File: src/rtl/clk_div_bank_pkg.sv
// Shared constants for the clock divider bank: input clock rate and the
// standard divisors used by the system.
package clk_div_bank_pkg;

  localparam int unsigned CLK_IN_HZ = 32'd50000000;
  localparam int unsigned CNT_W_DEF = 32'd25;
  localparam int unsigned DIV_1HZ   = 32'd25000000;
  localparam int unsigned DIV_DISP  = 32'd4091;
  localparam int unsigned DIV_DBC   = 32'd250001;

  typedef enum logic [1:0] {
    CH_HOLD = 2'd0,
    CH_COUNT = 2'd1,
    CH_TERM = 2'd2,
    CH_SYNC = 2'd3
  } chan_op_e;

endpackage

File: src/rtl/clk_div_chan.sv
// Single divider channel: counter, shadow divisor, registered tick pulse and
// toggle output. The divisor is only sampled at a terminal edge or on sync.
module clk_div_chan
  import clk_div_bank_pkg::*;
#(
  parameter int unsigned      CNT_W   = CNT_W_DEF,
  parameter logic [CNT_W-1:0] DIV_RST = CNT_W'(DIV_1HZ)
) (
  input  logic             clk,
  input  logic             rst_n,
  input  logic             active,
  input  logic             sync,
  input  logic [CNT_W-1:0] div,
  output logic             tick,
  output logic             clk_out
);

  localparam logic [CNT_W-1:0] ONE  = CNT_W'(1);
  localparam logic [CNT_W-1:0] ZERO = CNT_W'(0);

  logic [CNT_W-1:0] cnt_r, div_cur_r, d_eff_s, cnt_nxt_s, div_nxt_s;
  logic             tick_r, clk_out_r, tick_nxt_s, clk_nxt_s;
  chan_op_e         op_s;

  // Decode this cycle's operation and the next register values
  always_comb begin
    d_eff_s    = (div_cur_r == ZERO) ? ONE : div_cur_r;
    cnt_nxt_s  = cnt_r;
    div_nxt_s  = div_cur_r;
    tick_nxt_s = 1'b0;
    clk_nxt_s  = clk_out_r;
    // ">=" keeps a lowered divisor from letting cnt run up to a wrap
    if (sync) begin
      op_s = CH_SYNC;
    end else if (!active) begin
      op_s = CH_HOLD;
    end else if (cnt_r >= d_eff_s - ONE) begin
      op_s = CH_TERM;
    end else begin
      op_s = CH_COUNT;
    end
    case (op_s)
      CH_SYNC: begin
        cnt_nxt_s = ZERO;
        div_nxt_s = div;
        clk_nxt_s = 1'b0;
      end
      CH_TERM: begin
        cnt_nxt_s  = ZERO;
        div_nxt_s  = div;
        tick_nxt_s = 1'b1;
        clk_nxt_s  = ~clk_out_r;
      end
      CH_COUNT: begin
        cnt_nxt_s = cnt_r + ONE;
      end
      CH_HOLD: begin
        cnt_nxt_s = cnt_r;
      end
      default: begin
        cnt_nxt_s = ZERO;
      end
    endcase
  end

  // Channel state registers
  always_ff @(posedge clk or negedge rst_n) begin
    if (!rst_n) begin
      cnt_r     <= ZERO;
      div_cur_r <= DIV_RST;
      tick_r    <= 1'b0;
      clk_out_r <= 1'b0;
    end else begin
      cnt_r     <= cnt_nxt_s;
      div_cur_r <= div_nxt_s;
      tick_r    <= tick_nxt_s;
      clk_out_r <= clk_nxt_s;
    end
  end

  assign tick    = tick_r;
  assign clk_out = clk_out_r;

endmodule

File: src/rtl/clk_div_bank.sv
// Bank of NCH independent clock dividers sharing one input clock, a global
// enable, a phase-align strobe and the reset.
module clk_div_bank
  import clk_div_bank_pkg::*;
#(
  parameter int unsigned NCH     = 32'd3,
  parameter int unsigned CNT_W   = CNT_W_DEF,
  parameter int unsigned DIV_DEF = DIV_1HZ
) (
  input  logic                 clkIn,
  input  logic                 rst,
  input  logic                 en,
  input  logic [NCH-1:0]       chEn,
  input  logic                 sync,
  input  logic [NCH*CNT_W-1:0] div,
  output logic [NCH-1:0]       clkOut,
  output logic [NCH-1:0]       tick
);

  localparam logic [CNT_W-1:0] DIV_RST = CNT_W'(DIV_DEF);

  for (genvar i = 0; i < NCH; i++) begin : g_chan
    clk_div_chan #(
      .CNT_W  (CNT_W),
      .DIV_RST(DIV_RST)
    ) u_chan (
      .clk    (clkIn),
      .rst_n  (rst),
      .active (en & chEn[i]),
      .sync   (sync),
      .div    (div[i*CNT_W +: CNT_W]),
      .tick   (tick[i]),
      .clk_out(clkOut[i])
    );
  end

endmodule
File: config.mk
export PLATFORM = sky130hd
export DESIGN_NAME = clk_div_bank
export DESIGN_NICKNAME = d
export VERILOG_FILES = /design/src/rtl/clk_div_bank_pkg.sv /design/src/rtl/clk_div_chan.sv /design/src/rtl/clk_div_bank.sv
export SDC_FILE = /design/constraint.sdc
export NUM_CORES = 1
export LEC_CHECK = 0
export ABC_AREA = 1
export BUFFER_PORTS_ARGS = -buffer_cell sky130_fd_sc_hd__buf_4
export CAP_MARGIN = 20
export CELL_PAD_IN_SITES_DETAIL_PLACEMENT = 0
export CELL_PAD_IN_SITES_GLOBAL_PLACEMENT = 1
export CORE_ASPECT_RATIO = 0.6
export CORE_UTILIZATION = 35
export CTS_CLUSTER_DIAMETER = 50
export DETAILED_ROUTE_END_ITERATION = 8
export PLACE_DENSITY_LB_ADDON = 0.2
export SYNTH_ARGS = -nofsm -noshare
export SYNTH_HDL_FRONTEND = slang
export SYNTH_SLANG_ARGS = --single-unit
File: constraint.sdc
create_clock -name clkIn -period 7.7 [get_ports clkIn]
set_input_delay 1.155 -clock clkIn [delete_from_list [all_inputs] [get_ports clkIn]]
set_output_delay 1.155 -clock clkIn [all_outputs]
set_load 0.01 [all_outputs]
==> flow_summary.toml, run 1 <==
[synthesis]
yosys.area.top_type_share = 0.239
postSynth.asyncResetShare = 1.00
synth_edf_count = 0
ys_top_cells_by_count = "sky130_fd_sc_hd__nand2_1 (648), sky130_fd_sc_hd__nor2_1 (199), sky130_fd_sc_hd__inv_1 (197)"
synth_top_area_cell = "sky130_fd_sc_hd__dfrtp_1"
synth_flop_cell = "sky130_fd_sc_hd__dfrtp_1"
syn_nets = 1999
avgSynthCellArea_um2 = 6.84
post-synth-top-count-cell = "sky130_fd_sc_hd__nand2_1"
yosysSeqAreaShare = 0.314
mappedNetlistArea_um2 = 12600
synthesis.yosys.warnings = 0
synthesized_netlist_cell_count = 1836
synth.distinct_cells = 42
synth_top_cells_by_area = "sky130_fd_sc_hd__dfrtp_1 (24%), sky130_fd_sc_hd__nand2_1 (19%), sky130_fd_sc_hd__ha_1 (8.1%)"
synth-seq-cells = 156

[die]
placeable_area_um2 = 35100
design.portCount = 88
start_util = 0.357
die_width_um = 247
placement_rows = 53
die_h_um = 149
dieArea_um2 = 36700

[placed_design]
io_buffers = 87
final_hpwl_dp_um = 28100
place.gp.congestion = 0.877
place_area_um2 = 13500

[run_status]
run_status = "finished clean"

[pwr]
powerDensity_nw_per_um2 = 153
worst_ir_drop_vdd_uv = 169
leakagePower_nw = 7.51

[layout]
area_growth_syn_to_layout_pct = 12.6
layout-drive-gt1-share = 0.127
postLayoutCellArea_um2 = 14100
final_nets = 2056
insertedDiodeCount = 0

[clock_network]
clock_insertion_delay_worst_skew_ps = 460
cts_buffers = 17
cts_htree_levels = 4
numClockSinks = 156
post_cts_hold_buffer_count = 0
clock_path_buffers = 2
cts_root_buffer = "sky130_fd_sc_hd__clkbuf_16"
cts_setup_buffers = 0
cts.repair.resized = 0
worst_setup_hold_path_clk_slew_ps = 70
tritoncts = "yes"

[setup_path]
critical_path.slowest_cell = "sky130_fd_sc_hd__dfstp_2"
critical_path.endpoint_type = "flop"
worst_path_max_stage_delay_ps = 580
critical_path_class = "flop to flop"
timing.critical_path.required_ps = 8080
setup.worst_path.start_class = "flop"
critPathMostFrequentCell = "sky130_fd_sc_hd__nand2_1"
critical_path_arrival_ps = 4850
crit_chain = "nor2_1 -> nand2_1 -> nor2_2 -> a31oi_1 -> ha_1 -> nand3_1 -> nor2_4 -> inv_1 -> nor4_4 -> nand3_1 -> xor2_1 -> ha_1 -> nand2_2 -> inv_1 -> a21oi_1 -> nand2_1 -> nand3b_1 -> nor2_4 -> nand4_1 -> nand2_1"
critical_path_peak_fanout = 25

[timing]
rsz0062_at_grt = "no"
hold_viol = 0
holdWs_ps = 498
setup_tns_ps = 0
final.period_utilization = 0.580
timing.clock.skew_ps = 19.2
finalSetupViolCount = 0
fmaxAchievable_mhz = 224
timing.final.max_slew_violations = 0
max_slew_margin_vs_limit = 0.304
fin_crit_ps = 4470
worst_slew_pin_slew_ps = 1040

[detailed_routing]
final_antenna_net_count = 0
drt_iter0_markers = 868
avgRoutedWirePerCell_um = 15.8
routed_wirelength_um = 37500
detailedRoute.firstPassIterationCount = 6
drt_drc_violations_left = 0
detail_route.vias_per_cell = 4.90
num_vias = 11600

[global_route]
wire_length_of_the_first_global_routing_pass_um = 59800
global_route_usage_over_all_layers = 0.210
first_global_vias = 10600
maximum_number_of_pins_on_one_net_before_global_route_repair = 115
antenna_violations_before_repair = 0
globalRouteOverflowTotal = 0

[min_path]
worst_min_delay_path_category = "flop to flop"

[job]
max-cap-violations = 0
[worst paths after layout]
path / depth (start not counted) / end / from / slack (ps)
worst max-delay path: 20 / g_chan[0].u_chan.cnt_r[19] / g_chan[0].u_chan.div_cur_r[11] / 3230
worst min-delay path: 2 / g_chan[1].u_chan.div_cur_r[12] / g_chan[1].u_chan.div_cur_r[12] / 500
worst max register to register: 20 / g_chan[0].u_chan.cnt_r[19] / g_chan[0].u_chan.div_cur_r[11] / 3230
worst min register to register: 2 / g_chan[1].u_chan.div_cur_r[12] / g_chan[1].u_chan.div_cur_r[12] / 500
max in group asynchronous: 2 / g_chan[0].u_chan.clk_out / rst / 5350
min in group asynchronous: 1 / g_chan[2].u_chan.cnt_r[18] / rst / 770
[worst max-delay path: cells and delay by family, from the launching register on]
kind	cells	cell delay, ps
buffers and inverters	2	140
AO/OA/AOI/OAI	2	570
flip-flops	1	580
AND/OR/NAND/NOR	13	2300
adder cells (fa/ha/maj)	2	600
XOR/XNOR	1	170
[placed cells by master, fill, tap and decap left out, types with 3 or more instances in the layout]
| cell | netlist | layout |
|---|---|---|
| sky130_fd_sc_hd__nor3_1 | 22 | 22 |
| sky130_fd_sc_hd__a21oi_1 | 19 | 19 |
| sky130_fd_sc_hd__o21bai_1 | 5 | 5 |
| sky130_fd_sc_hd__nand2_4 | 4 | 4 |
| sky130_fd_sc_hd__inv_2 | 6 | 6 |
| sky130_fd_sc_hd__or2_2 | 11 | 11 |
| sky130_fd_sc_hd__nor2_1 | 199 | 199 |
| sky130_fd_sc_hd__clkbuf_16 | 0 | 17 |
| sky130_fd_sc_hd__a21o_1 | 7 | 7 |
| sky130_fd_sc_hd__o21ai_0 | 3 | 3 |
| sky130_fd_sc_hd__inv_1 | 197 | 197 |
| sky130_fd_sc_hd__nor3_2 | 5 | 5 |
| sky130_fd_sc_hd__dfstp_2 | 36 | 36 |
| sky130_fd_sc_hd__nand2_1 | 648 | 648 |
| sky130_fd_sc_hd__nand4_1 | 94 | 94 |
| sky130_fd_sc_hd__ha_1 | 81 | 81 |
| sky130_fd_sc_hd__nor2_4 | 9 | 9 |
| sky130_fd_sc_hd__nand3_1 | 147 | 147 |
| sky130_fd_sc_hd__clkbuf_8 | 0 | 4 |
| sky130_fd_sc_hd__nand3_2 | 5 | 5 |
| sky130_fd_sc_hd__nor2_2 | 16 | 16 |
| sky130_fd_sc_hd__nand2_2 | 17 | 17 |
| sky130_fd_sc_hd__xor2_1 | 72 | 72 |
| sky130_fd_sc_hd__nand3b_1 | 10 | 10 |
| sky130_fd_sc_hd__inv_6 | 0 | 3 |
| sky130_fd_sc_hd__buf_4 | 14 | 90 |
| sky130_fd_sc_hd__clkinvlp_4 | 0 | 4 |
| sky130_fd_sc_hd__xnor2_1 | 33 | 33 |
| sky130_fd_sc_hd__dfrtp_1 | 120 | 120 |
[report_power, final]
part	switching, mW	total, mW	internal, mW
clock network	0.389	0.905	0.515
logic	0.219	0.344	0.125
registers	0.0509	0.921	0.870
[per-stage QoR]
stage | worst slack (ps) | cells | utilization | power (mW)
global route | 2870 | 2373 | 0.402 | 2.28
global placement | 3280 | 2341 | 0.385 | 1.28
finish | 3230 | 2373 | 0.402 | 2.17
CTS | 3240 | 2373 | 0.402 | 2.20
floorplan | 4120 | 1836 | - | 1.15
detailed placement | 3270 | 2341 | 0.385 | 1.28
[state kept, by name, indices dropped and copies added (netlist names)]
name and flops:
g_chan.u_chan.clk_out 3, g_chan.u_chan.cnt_r 75, g_chan.u_chan.div_cur_r 75, g_chan.u_chan.tick 3
[layer usage]
metal | share of wire | GRT usage | vias to the layer above
met3 | 0.046 | 0.0354 | 23
met5 | 0 | 0 | -
met2 | 0.39 | 0.277 | 242
met4 | 0.0075 | 0.0358 | 0
met1 | 0.56 | 0.346 | 5398
li1 | - | - | 5953
[logic make-up after synthesis]
family	count (synthesis)	share of synthesized area
AOI/OAI and AO/OA	39	0.0202
xor gates and xnor gates	105	0.0732
adders and majority gates	81	0.0807
buffers and inverters	260	0.0874
DFF	156	0.314
and+or+nand+nor	1195	0.424
[layout make-up]
cell class / instances / area (um2)
Fill cell: 3790 / 21000
Multi-Input combinational cell: 1420 / 7510
Sequential cell: 156 / 3950
Inverter: 206 / 776
Timing Repair Buffer: 92 / 707
Tap cell: 467 / 584
Clock buffer: 21 / 480
Clock inverter: 11 / 130
(Power assumes the default switching activity.)
==> run 2, diff against run 1 <==
Clock period 7.7 ns to 4.2 ns, I/O delays scaled along.
==> run 2 against run 1 <==
Against the previous run:
- cell area grew 1.8%
- sequential share of layout area shrank 0.49 points
- flip-flop and latch count is the same
- clock power grew 89%
- setup slack lost 2900 ps
- worst hold slack lost 260 ps
- first-iteration DRC count shrank 16%
- critical path type unchanged
- non-clock buffer count grew 18
==> flow_summary.toml, run 2 (same netlist as run 1, synthesis figures left out) <==
[setup_path]
critPathMostFrequentCell = "sky130_fd_sc_hd__nand2_1"
r2r_end = "g_chan[1].u_chan.div_cur_r[21]"
source_of_the_critical_timing_path = "g_chan[1].u_chan.div_cur_r[6]"
timing.critical_path.required_ps = 4590
worstRegToRegCells = 24
timing.rr.start = "g_chan[1].u_chan.div_cur_r[6]"
critical_path.slowest_cell = "sky130_fd_sc_hd__dfstp_2"
setup.worst_path.start_class = "flop"
critical_path_peak_fanout = 26
worst_path_max_stage_delay_ps = 580
critical_path.endpoint_type = "flop"
critical_path_arrival_ps = 4260
worst-r2r-setup-slack_ps = 330
crit_chain = "nor2_1 -> nand2_1 -> nor3_1 -> nand3_1 -> nand2_2 -> inv_1 -> ha_1 -> nand3_2 -> nor2_4 -> inv_1 -> nor4_4 -> nand3_1 -> xor2_1 -> ha_1 -> nand2_1 -> inv_1 -> a21oi_1 -> nand2_1 -> a21oi_1 -> nand3_2 -> nand2_4 -> buf_8 -> nand3_1 -> nand2_1"
critical_path_class = "flop to flop"

[die]
placeable_area_um2 = 35100
die_h_um = 149
start_util = 0.357
placement_rows = 53
design.portCount = 88
die_width_um = 247
dieArea_um2 = 36700

[layout]
final_core_util = 0.410
mostFrequentLayoutCell = "sky130_fd_sc_hd__nand2_1"
insertedDiodeCount = 0
area_growth_syn_to_layout_pct = 14.6
layout.cells.most_common_list = "sky130_fd_sc_hd__nand2_1 (648), sky130_fd_sc_hd__nor2_1 (199), sky130_fd_sc_hd__inv_1 (197)"
post_layout_nonfiller_instances = 2391
layout-drive-gt1-share = 0.136
final_nets = 2074
regs_by_ff_count = "g_chan.u_chan.cnt_r: 75 flops, g_chan.u_chan.div_cur_r: 75 flops"

[detailed_routing]
final_antenna_net_count = 0
drt_drc_violations_left = 0
routed_wirelength_um = 38200
dr_wl_met2_um = 14400
routed_length_on_met3_um = 1540
avgRoutedWirePerCell_um = 16.0
top_layer_used = "met4"
detail_route.wirelength.met1_um = 21800
num_vias = 11700
drt_iter0_markers = 727
detailedRoute.firstPassIterationCount = 5
detail_route.vias_per_cell = 4.88

[timing]
max_slew_margin_vs_limit = 0.428
hold_viol = 0
fmaxAchievable_mhz = 259
fin_crit_ps = 3870
finalSetupViolCount = 0
worst_slew_pin_slew_ps = 858
final_worst_slack_ps = 335
timing.final.max_slew_violations = 0
timing.clock.skew_ps = 12.8
final.period_utilization = 0.920
holdWs_ps = 239

[pwr]
worst_ir_drop_vdd_uv = 309
powerDensity_nw_per_um2 = 281
leakagePower_nw = 7.64

[global_route]
global_route_usage_over_all_layers = 0.215
antenna_violations_before_repair = 0
wire_length_of_the_first_global_routing_pass_um = 61200
first_global_vias = 10800
globalRouteOverflowTotal = 0
maximum_number_of_pins_on_one_net_before_global_route_repair = 82

[clock_network]
tritoncts = "yes"
cts_htree_levels = 4
cts_buffers = 17
clock_path_buffers = 2
cts_root_buffer = "sky130_fd_sc_hd__clkbuf_16"
worst_setup_hold_path_clk_slew_ps = 70
numClockSinks = 156
post_cts_hold_buffer_count = 0
clock_insertion_delay_worst_skew_ps = 460

[placed_design]
place.gp.congestion = 0.874
pre_cts_slack_ps = 198
numPlacedInstances = 2356
final_hpwl_dp_um = 28900
io_buffers = 87

[min_path]
worst_min_delay_path_category = "input pin to asynchronous set/reset pin"

[run_status]
run_status = "finished clean"

[job]
max-cap-violations = 0
==> run 2: repair_timing <==
item | CTS | global route
endpoints found under the setup margin | 0 | 76
resized for setup | 0 | 6
buffers inserted | 0 | 3
==> run 2: worst max-delay path by stage <==
| stage | end | slack (ps) | cells after the start |
|---|---|---|---|
| 3_5_place_dp | g_chan[1].u_chan.div_cur_r[8] | 200 | 24 |
| 4_1_cts | g_chan[1].u_chan.div_cur_r[21] | 170 | 24 |
| 2_1_floorplan | g_chan[0].u_chan.div_cur_r[23] | 620 | 23 |
| 6_report | g_chan[1].u_chan.div_cur_r[21] | 330 | 24 |
| 3_3_place_gp | g_chan[1].u_chan.div_cur_r[20] | 330 | 24 |
| 5_1_grt | g_chan[1].u_chan.div_cur_r[14] | -0.2 | 24 |
==> run 2: layout make-up <==
type / count / area, um2
Fill cell: 3716 / 20800
Multi-Input combinational cell: 1420 / 7540
Sequential cell: 156 / 3950
Timing Repair Buffer: 110 / 925
Inverter: 206 / 776
Tap cell: 467 / 584
Clock buffer: 21 / 450
Clock inverter: 11 / 170
==> run 2: critical path: cells and delay by family (launching register included) <==
kind	cells	cell delay, ps
simple gates	15	1810
xor+xnor	1	170
buf+inv	4	450
compound gates	2	280
flops	1	580
fa+ha+maj	2	490
==> run 2: per-stage QoR <==
stage / total power, mW / setup TNS [ps] / instance area (um2)
2_1_floorplan: 2.10 / 0 / 12600
3_3_place_gp: 2.36 / 0 / 13700
3_5_place_dp: 2.37 / 0 / 13700
4_1_cts: 4.09 / 0 / 14300
5_1_grt: 4.25 / -0.176 / 14400
6_report: 4.05 / 0 / 14400
==> run 2: power by group <==
| part | switching [mW] | internal, mW | leakage [nW] | total (mW) |
|---|---|---|---|---|
| registers | 0.0925 | 1.59 | 1.98 | 1.69 |
| logic | 0.416 | 0.240 | 5.37 | 0.655 |
| clock network | 0.696 | 1.01 | 0.293 | 1.71 |
| total | 1.20 | 2.84 | 7.64 | 4.05 |
==> run 2: per-layer routing <==
layer  track usage  vias to the layer above
met1         0.362                     5426
li1              -                     5984
met3        0.0300                       25
met5             0                        -
met2         0.277                      244
met4        0.0472                        0
